==> src/rtl/io_oser_bank_if.sv <==
`default_nettype none
// ============================================================================
//  Module   : io_oser_bank_if
//  Purpose  : Parallel-word handshake between a word source and the
//             io_oser_bank serialiser.
//  Signals  : din        CHANNELS*GEAR  parallel word, channel c at
//                                       [c*GEAR +: GEAR], bit 0 sent first
//             t_in       CHANNELS       per-channel tristate (1 = high-Z)
//             din_valid  1              word present
//             din_ready  1              serialiser can accept a word
//  Modports : master (word source), slave (serialiser)
//  Revision : 1.0 - initial release
// ============================================================================
interface io_oser_bank_if #(
    parameter int CHANNELS = 4,
    parameter int GEAR     = 4
);
    logic [CHANNELS*GEAR-1:0] din;
    logic [CHANNELS-1:0]      t_in;
    logic                     din_valid;
    logic                     din_ready;

    modport master (
        output din,
        output t_in,
        output din_valid,
        input  din_ready
    );

    modport slave (
        input  din,
        input  t_in,
        input  din_valid,
        output din_ready
    );
endinterface
`default_nettype wire

==> src/rtl/io_oser_bank.sv <==
`default_nettype none
// ============================================================================
//  Module   : io_oser_bank
//  Purpose  : Bank of CHANNELS output serialisers sharing one shifter/hold
//             pair. Each accepted word is shifted out LSB first, GEAR bits
//             per channel, with back-to-back words streaming gap-free.
//  Ports    : clk         rising-edge clock
//             rst_n       asynchronous active-low reset
//             s_if        word handshake (slave modport)
//             pad_o       registered serial data, one bit per channel
//             pad_t       registered tristate control, one bit per channel
//             busy        shifter holds a word
//             words_sent  count of words fully shifted out (wraps)
//  Revision : 1.0 - initial release
// ============================================================================
module io_oser_bank #(
    parameter int CHANNELS = 4,
    parameter int GEAR     = 4,
    parameter bit INIT_T   = 1'b1
) (
    input  wire logic          clk,
    input  wire logic          rst_n,
    io_oser_bank_if.slave      s_if,
    output logic [CHANNELS-1:0] pad_o,
    output logic [CHANNELS-1:0] pad_t,
    output logic               busy,
    output logic [15:0]        words_sent
);

    localparam int              c_cnt_w = (GEAR > 1) ? $clog2(GEAR) : 1;
    localparam int              c_w     = CHANNELS * GEAR;
    localparam logic [c_cnt_w-1:0] c_last = c_cnt_w'(GEAR - 1);

    typedef enum logic [0:0] {
        ST_IDLE  = 1'b0,
        ST_SHIFT = 1'b1
    } state_t;

    state_t               r_state,     w_state_n;
    logic [c_cnt_w-1:0]   r_cnt,       w_cnt_n;
    logic [c_w-1:0]       r_sh,        w_sh_n;
    logic [c_w-1:0]       r_hold,      w_hold_n;
    logic [CHANNELS-1:0]  r_hold_t,    w_hold_t_n;
    logic                 r_hold_full, w_hold_full_n;
    logic [CHANNELS-1:0]  r_pad_o,     w_pad_o_n;
    logic [CHANNELS-1:0]  r_pad_t,     w_pad_t_n;
    logic [15:0]          r_words,     w_words_n;

    logic                 w_xfer;
    logic                 w_last;
    logic [c_w-1:0]       w_sh_adv;   // shifter with every lane moved down one bit
    logic [CHANNELS-1:0]  w_din_b0;   // first bit of each lane of the incoming word
    logic [CHANNELS-1:0]  w_hold_b0;  // first bit of each lane of the held word
    logic [CHANNELS-1:0]  w_adv_b0;   // next bit of each lane of the shifting word

    // The shifter is kept so that bit 0 of every lane is the bit on the pad;
    // advancing is a per-lane right shift, which avoids variable indexing.
    for (genvar c = 0; c < CHANNELS; c++) begin : g_lane
        assign w_sh_adv[c*GEAR +: GEAR] = r_sh[c*GEAR +: GEAR] >> 1;
        assign w_din_b0[c]  = s_if.din[c*GEAR];
        assign w_hold_b0[c] = r_hold[c*GEAR];
        assign w_adv_b0[c]  = w_sh_adv[c*GEAR];
    end

    assign s_if.din_ready = ~r_hold_full;
    assign w_xfer         = s_if.din_valid & ~r_hold_full;
    assign w_last         = (r_cnt == c_last);

    always_comb begin
        w_state_n     = r_state;
        w_cnt_n       = r_cnt;
        w_sh_n        = r_sh;
        w_hold_n      = r_hold;
        w_hold_t_n    = r_hold_t;
        w_hold_full_n = r_hold_full;
        w_pad_o_n     = r_pad_o;
        w_pad_t_n     = r_pad_t;
        w_words_n     = r_words;

        case (r_state)
            ST_IDLE: begin
                if (w_xfer) begin
                    w_state_n = ST_SHIFT;
                    w_sh_n    = s_if.din;
                    w_cnt_n   = '0;
                    w_pad_o_n = w_din_b0;
                    w_pad_t_n = s_if.t_in;
                end
            end
            ST_SHIFT: begin
                if (w_last) begin
                    w_words_n = r_words + 16'd1;
                    w_cnt_n   = '0;
                    // A full hold always wins; din_ready is low then, so no
                    // incoming word can collide with the move.
                    if (r_hold_full) begin
                        w_sh_n        = r_hold;
                        w_hold_full_n = 1'b0;
                        w_pad_o_n     = w_hold_b0;
                        w_pad_t_n     = r_hold_t;
                    end else if (w_xfer) begin
                        w_sh_n    = s_if.din;
                        w_pad_o_n = w_din_b0;
                        w_pad_t_n = s_if.t_in;
                    end else begin
                        // pad_o keeps the last driven bit while released
                        w_state_n = ST_IDLE;
                        w_pad_t_n = {CHANNELS{INIT_T}};
                    end
                end else begin
                    w_cnt_n   = r_cnt + c_cnt_w'(1);
                    w_sh_n    = w_sh_adv;
                    w_pad_o_n = w_adv_b0;
                    if (w_xfer) begin
                        w_hold_n      = s_if.din;
                        w_hold_t_n    = s_if.t_in;
                        w_hold_full_n = 1'b1;
                    end
                end
            end
            default: begin
                w_state_n = ST_IDLE;
            end
        endcase
    end

    always_ff @(posedge clk or negedge rst_n) begin
        if (!rst_n) begin
            r_state     <= ST_IDLE;
            r_cnt       <= '0;
            r_sh        <= '0;
            r_hold      <= '0;
            r_hold_t    <= '0;
            r_hold_full <= 1'b0;
            r_pad_o     <= '0;
            r_pad_t     <= {CHANNELS{INIT_T}};
            r_words     <= 16'd0;
        end else begin
            r_state     <= w_state_n;
            r_cnt       <= w_cnt_n;
            r_sh        <= w_sh_n;
            r_hold      <= w_hold_n;
            r_hold_t    <= w_hold_t_n;
            r_hold_full <= w_hold_full_n;
            r_pad_o     <= w_pad_o_n;
            r_pad_t     <= w_pad_t_n;
            r_words     <= w_words_n;
        end
    end

    assign pad_o      = r_pad_o;
    assign pad_t      = r_pad_t;
    assign busy       = (r_state == ST_SHIFT);
    assign words_sent = r_words;

endmodule
`default_nettype wire

==> src/flat_wrapper.sv <==
// flat-port wrapper written by rule: the top's interface ports become plain ports
module io_oser_bank_flat 
#(
    parameter int CHANNELS = 4,
    parameter int GEAR     = 4,
    parameter bit INIT_T   = 1'b1
)
  (clk, rst_n, pad_o, pad_t, busy, words_sent, s_if_din, s_if_t_in, s_if_din_valid, s_if_din_ready);
  io_oser_bank_if #(.CHANNELS(CHANNELS), .GEAR(GEAR)) s_if_i ();
  input  wire logic clk;
  input  wire logic rst_n;
  output logic [CHANNELS-1:0] pad_o;
  output logic [CHANNELS-1:0] pad_t;
  output logic busy;
  output logic [15:0] words_sent;
  input wire logic [$bits(s_if_i.din)-1:0] s_if_din;
  input wire logic [$bits(s_if_i.t_in)-1:0] s_if_t_in;
  input wire logic [$bits(s_if_i.din_valid)-1:0] s_if_din_valid;
  output wire logic [$bits(s_if_i.din_ready)-1:0] s_if_din_ready;
  assign s_if_i.din = s_if_din;
  assign s_if_i.t_in = s_if_t_in;
  assign s_if_i.din_valid = s_if_din_valid;
  assign s_if_din_ready = s_if_i.din_ready;
  io_oser_bank #(.CHANNELS(CHANNELS), .GEAR(GEAR), .INIT_T(INIT_T)) u_core (.clk(clk), .rst_n(rst_n), .s_if(s_if_i), .pad_o(pad_o), .pad_t(pad_t), .busy(busy), .words_sent(words_sent));
endmodule
==> config.mk <==
export PLATFORM = sky130hd
export DESIGN_NAME = io_oser_bank_flat
export DESIGN_NICKNAME = d
export VERILOG_FILES = /design/src/rtl/io_oser_bank_if.sv /design/src/rtl/io_oser_bank.sv /design/src/flat_wrapper.sv
export SDC_FILE = /design/constraint.sdc
export NUM_CORES = 1
export LEC_CHECK = 0
export ABC_CLOCK_PERIOD_IN_PS = 4000
export BUFFER_PORTS_ARGS = -buffer_cell sky130_fd_sc_hd__buf_2
export CAP_MARGIN = 15
export CORE_MARGIN = 4
export CORE_UTILIZATION = 60
export CTS_BUF_LIST = sky130_fd_sc_hd__clkbuf_4
export CTS_CLUSTER_SIZE = 16
export DETAILED_ROUTE_END_ITERATION = 10
export PLACE_DENSITY = 0.82
export SYNTH_ARGS = -nofsm -noshare
export SYNTH_HDL_FRONTEND = slang
export SYNTH_SLANG_ARGS = --single-unit
export TNS_END_PERCENT = 5
==> constraint.sdc <==
create_clock -name clk -period 4 [get_ports clk]
set_clock_uncertainty 0.1 [all_clocks]
set_input_delay 0.4 -clock clk [delete_from_list [all_inputs] [get_ports clk]]
set_output_delay 0.4 -clock clk [all_outputs]
set_load 0.02 [all_outputs]
==> flow_summary.yaml <==
sta:
  timing.final.ws_setup_ns: 1.79
  rsz0062_at_grt: "no"
  fmax_ghz: 0.453
  relSlewSlack_pct: 42.6
  hold_violations: 0
  holdWs_ns: 0.148
  worstMarginPinSlew_ns: 0.860
  finalCriticalPeriod_ns: 2.21
  fin_tns_setup_ns: 0
  slew_violations: 0
  setup_violations: 0
  fin_crit_sh_pct: 55.2
clocking:
  clock_latency_ns: 0.39
  ctsResizeCount: 0
  cts_buffers: 9
  ctsRootBufferMaster: "clkbuf_4"
  h-tree-depth: 3
  clk_pin_slew_ns: 0.09
  cts_tree: "built"
  clockBufferDepth: 2
  clock_sinks: 60
worst_setup_path:
  slowest_delay_ns: 0.62
  rr_startpoint: "u_core.r_cnt[0]"
  path_cells: "ha_1 > inv_1 > o21ai_2 > a32oi_1"
  cp-start-kind: "flop"
  crit_path_max_fanout: 18
  crit_family: "compound AO/OA/AOI/OAI gates"
  critPathArrivalTime_ns: 2.34
  crit_type: "flop to flop"
  cp-end-kind: "flop"
  crit_slowest_cell: "o21ai_2"
  required_ns: 4.14
  crit_buf_inv: 1
  startpoint: "u_core.r_cnt[0]"
place:
  pre_cts_ws_ns: 1.79
  hpwl_um: 3470
  place_inst: 320
  gp_congestion: 0.749
  placed_area_um2: 2900
  port_buffers: 48
global_route:
  grt-ovfl-total: 0
  antenna_found_initial: 0
  grt_pass1_wl_um: 8610
  grt_usage_pct: 20.9
  grt_max_degree: 32
  first_global_vias: 1882
synth:
  syn_area_um2: 2650
  yosysSeqAreaShare_pct: 56.9
  syn_inst: 232
  synth_seq_cells: 60
  avgSynthCellArea_um2: 11.4
  synth_nets: 257
  synth_top_family_by_area: "simple AND/OR/NAND/NOR gates"
  synth_edf_count: 0
  synthAdderAreaFrac_pct: 0.945
  synth_xor_area_share_pct: 4.96
  synth_cell_types: 31
  synthFlopType: "dfrtp_1"
  async_flop_share_pct: 100
  synth-compound-area-share_pct: 11.2
  synth_mux_area_share_pct: 8.93
  synth-simple-area-share_pct: 13.8
  yosysWarnings: 0
final_layout:
  drive_gt1_share_pct: 33.2
  final_cell_area_um2: 3010
  antenna_cells: 0
  fin_cells: 336
  num-nets-final: 307
  final_cell_mix: "dfrtp_1 (56), nand2_1 (52), buf_2 (48)"
  layout_commonest_cell: "dfrtp_1"
  area_delta_synth_final_pct: 13.6
drt:
  dr.pass1.iters: 4
  drt_iter0_drc: 133
  wl_per_cell_um: 15.3
  num_vias: 1914
  postRouteWirelength_um: 5160
  drcViolationCount: 0
  via_per_inst: 5.70
  ant_nets: 0
pwr:
  comb_power_share_pct: 37.0
  seqPwrFrac_pct: 48.0
  p_switching_w: 0.000834
  power.internal_w: 0.00137
  swShare_pct: 37.8
  power_density_nw_per_um2: 734
  p_clk_share_pct: 15.0
  vdd_drop_max_mv: 0.373
  leakage_nw: 1.45
floorplan:
  start_util_pct: 63.9
  pin_count: 49
  dieArea_um2: 5540
  die_h_um: 74.4
  core_um2: 4140
  fp.dieW_um: 74.4
  row_count: 23
outcome:
  outcome: "finished, final reports clean"
run:
  max-cap-violations: 0
hold_path:
  worstHoldPathType: "input pin to flop"
  hold_start: "s_if_din[10]"
==> metrics by stage <==
| step | total power (W) | utilization [%] |
|---|---|---|
| global placement | 0.00186 | 69.9 |
| finish | 0.00221 | 72.6 |
| CTS | 0.00222 | 72.6 |
| detailed placement | 0.00189 | 69.9 |
| global route | 0.00238 | 72.6 |
| floorplan | 0.00168 | - |
==> cell usage after synthesis, types with 2 or more instances <==
cell type	number	area, µm²
buf_2	4	20.0
a21oi_1	2	10.0
inv_1	3	11.3
and3_1	3	18.8
o21ai_0	6	30.0
nand4_1	3	18.8
nor2_1	6	22.5
dfstp_2	4	105
nand2_1	52	195
mux2_2	21	236
xor2_1	6	52.6
o22ai_1	16	100
xnor2_1	9	78.8
buf_4	6	45.0
dfrtp_1	56	1400
a32oi_1	12	105
a22o_1	4	35.0
nand3_1	3	15.0
clkbuf_1	3	11.3
ha_1	2	25.0
==> cell type report <==
class / count / area, µm²
flip-flops and latches: 60 / 1510
fillers: 322 / 1140
multi-input cells: 156 / 1050
repair buffers: 52 / 273
clock buffers: 11 / 82.6
well taps: 50 / 62.6
clock inverters: 4 / 17.5
inverters: 3 / 11.3
==> flip-flops by register name, indices dropped and copies added, names as in the netlist <==
| signal | flops |
|---|---|
| u_core.busy | 1 |
| u_core.pad_o | 4 |
| u_core.pad_t | 4 |
| u_core.r_cnt | 2 |
| u_core.r_hold | 16 |
| u_core.r_hold_full | 1 |
| u_core.r_hold_t | 4 |
| u_core.r_sh | 12 |
| u_core.words_sent | 16 |
==> cells by family (layout without fill, tap and decap cells) <==
logic type / Yosys count / count (layout)
buf+inv: 16 / 70
mux: 21 / 21
fa+ha+maj: 2 / 2
xor+xnor: 15 / 15
compound gates: 42 / 42
flops: 60 / 60
simple gates: 76 / 76
==> power by group through the flow <==
stage / registers (W) / logic, W / clock network (W)
finish: 0.00106 / 0.000816 / 0.000331
global route: 0.00109 / 0.000915 / 0.000375
CTS: 0.00106 / 0.000823 / 0.000343
detailed placement: 0.00107 / 0.000820 / 0
global placement: 0.00106 / 0.000799 / 0
floorplan: 0.00109 / 0.000585 / 0
==> per-layer routing <==
layer,wire length [µm],track usage (%),up-vias
li1,-,-,924
met1,2320,27.7,931
met2,2430,32.0,49
met3,278,4.19,10
met4,125,12.5,0
met5,0,0,-
==> final timing paths <==
kind                                          to  slack, ns  cells past startpoint
max                              u_core.pad_o[2]       1.79                      4
min                            u_core.r_hold[10]       0.15                      2
max reg2reg                      u_core.pad_o[2]       1.79                      4
min reg2reg                u_core.words_sent[15]       0.37                      1
max in group asynchronous  u_core.words_sent[11]       2.46                      3
min in group asynchronous     u_core.r_hold_t[3]       0.48                      2
==> what timing repair did <==
item                       CTS  global route
hold buffers                 1             0
setup endpoints to repair    0             0
hold endpoints to repair    25             0
setup buffers                0             0
(Power assumes the default switching activity.)
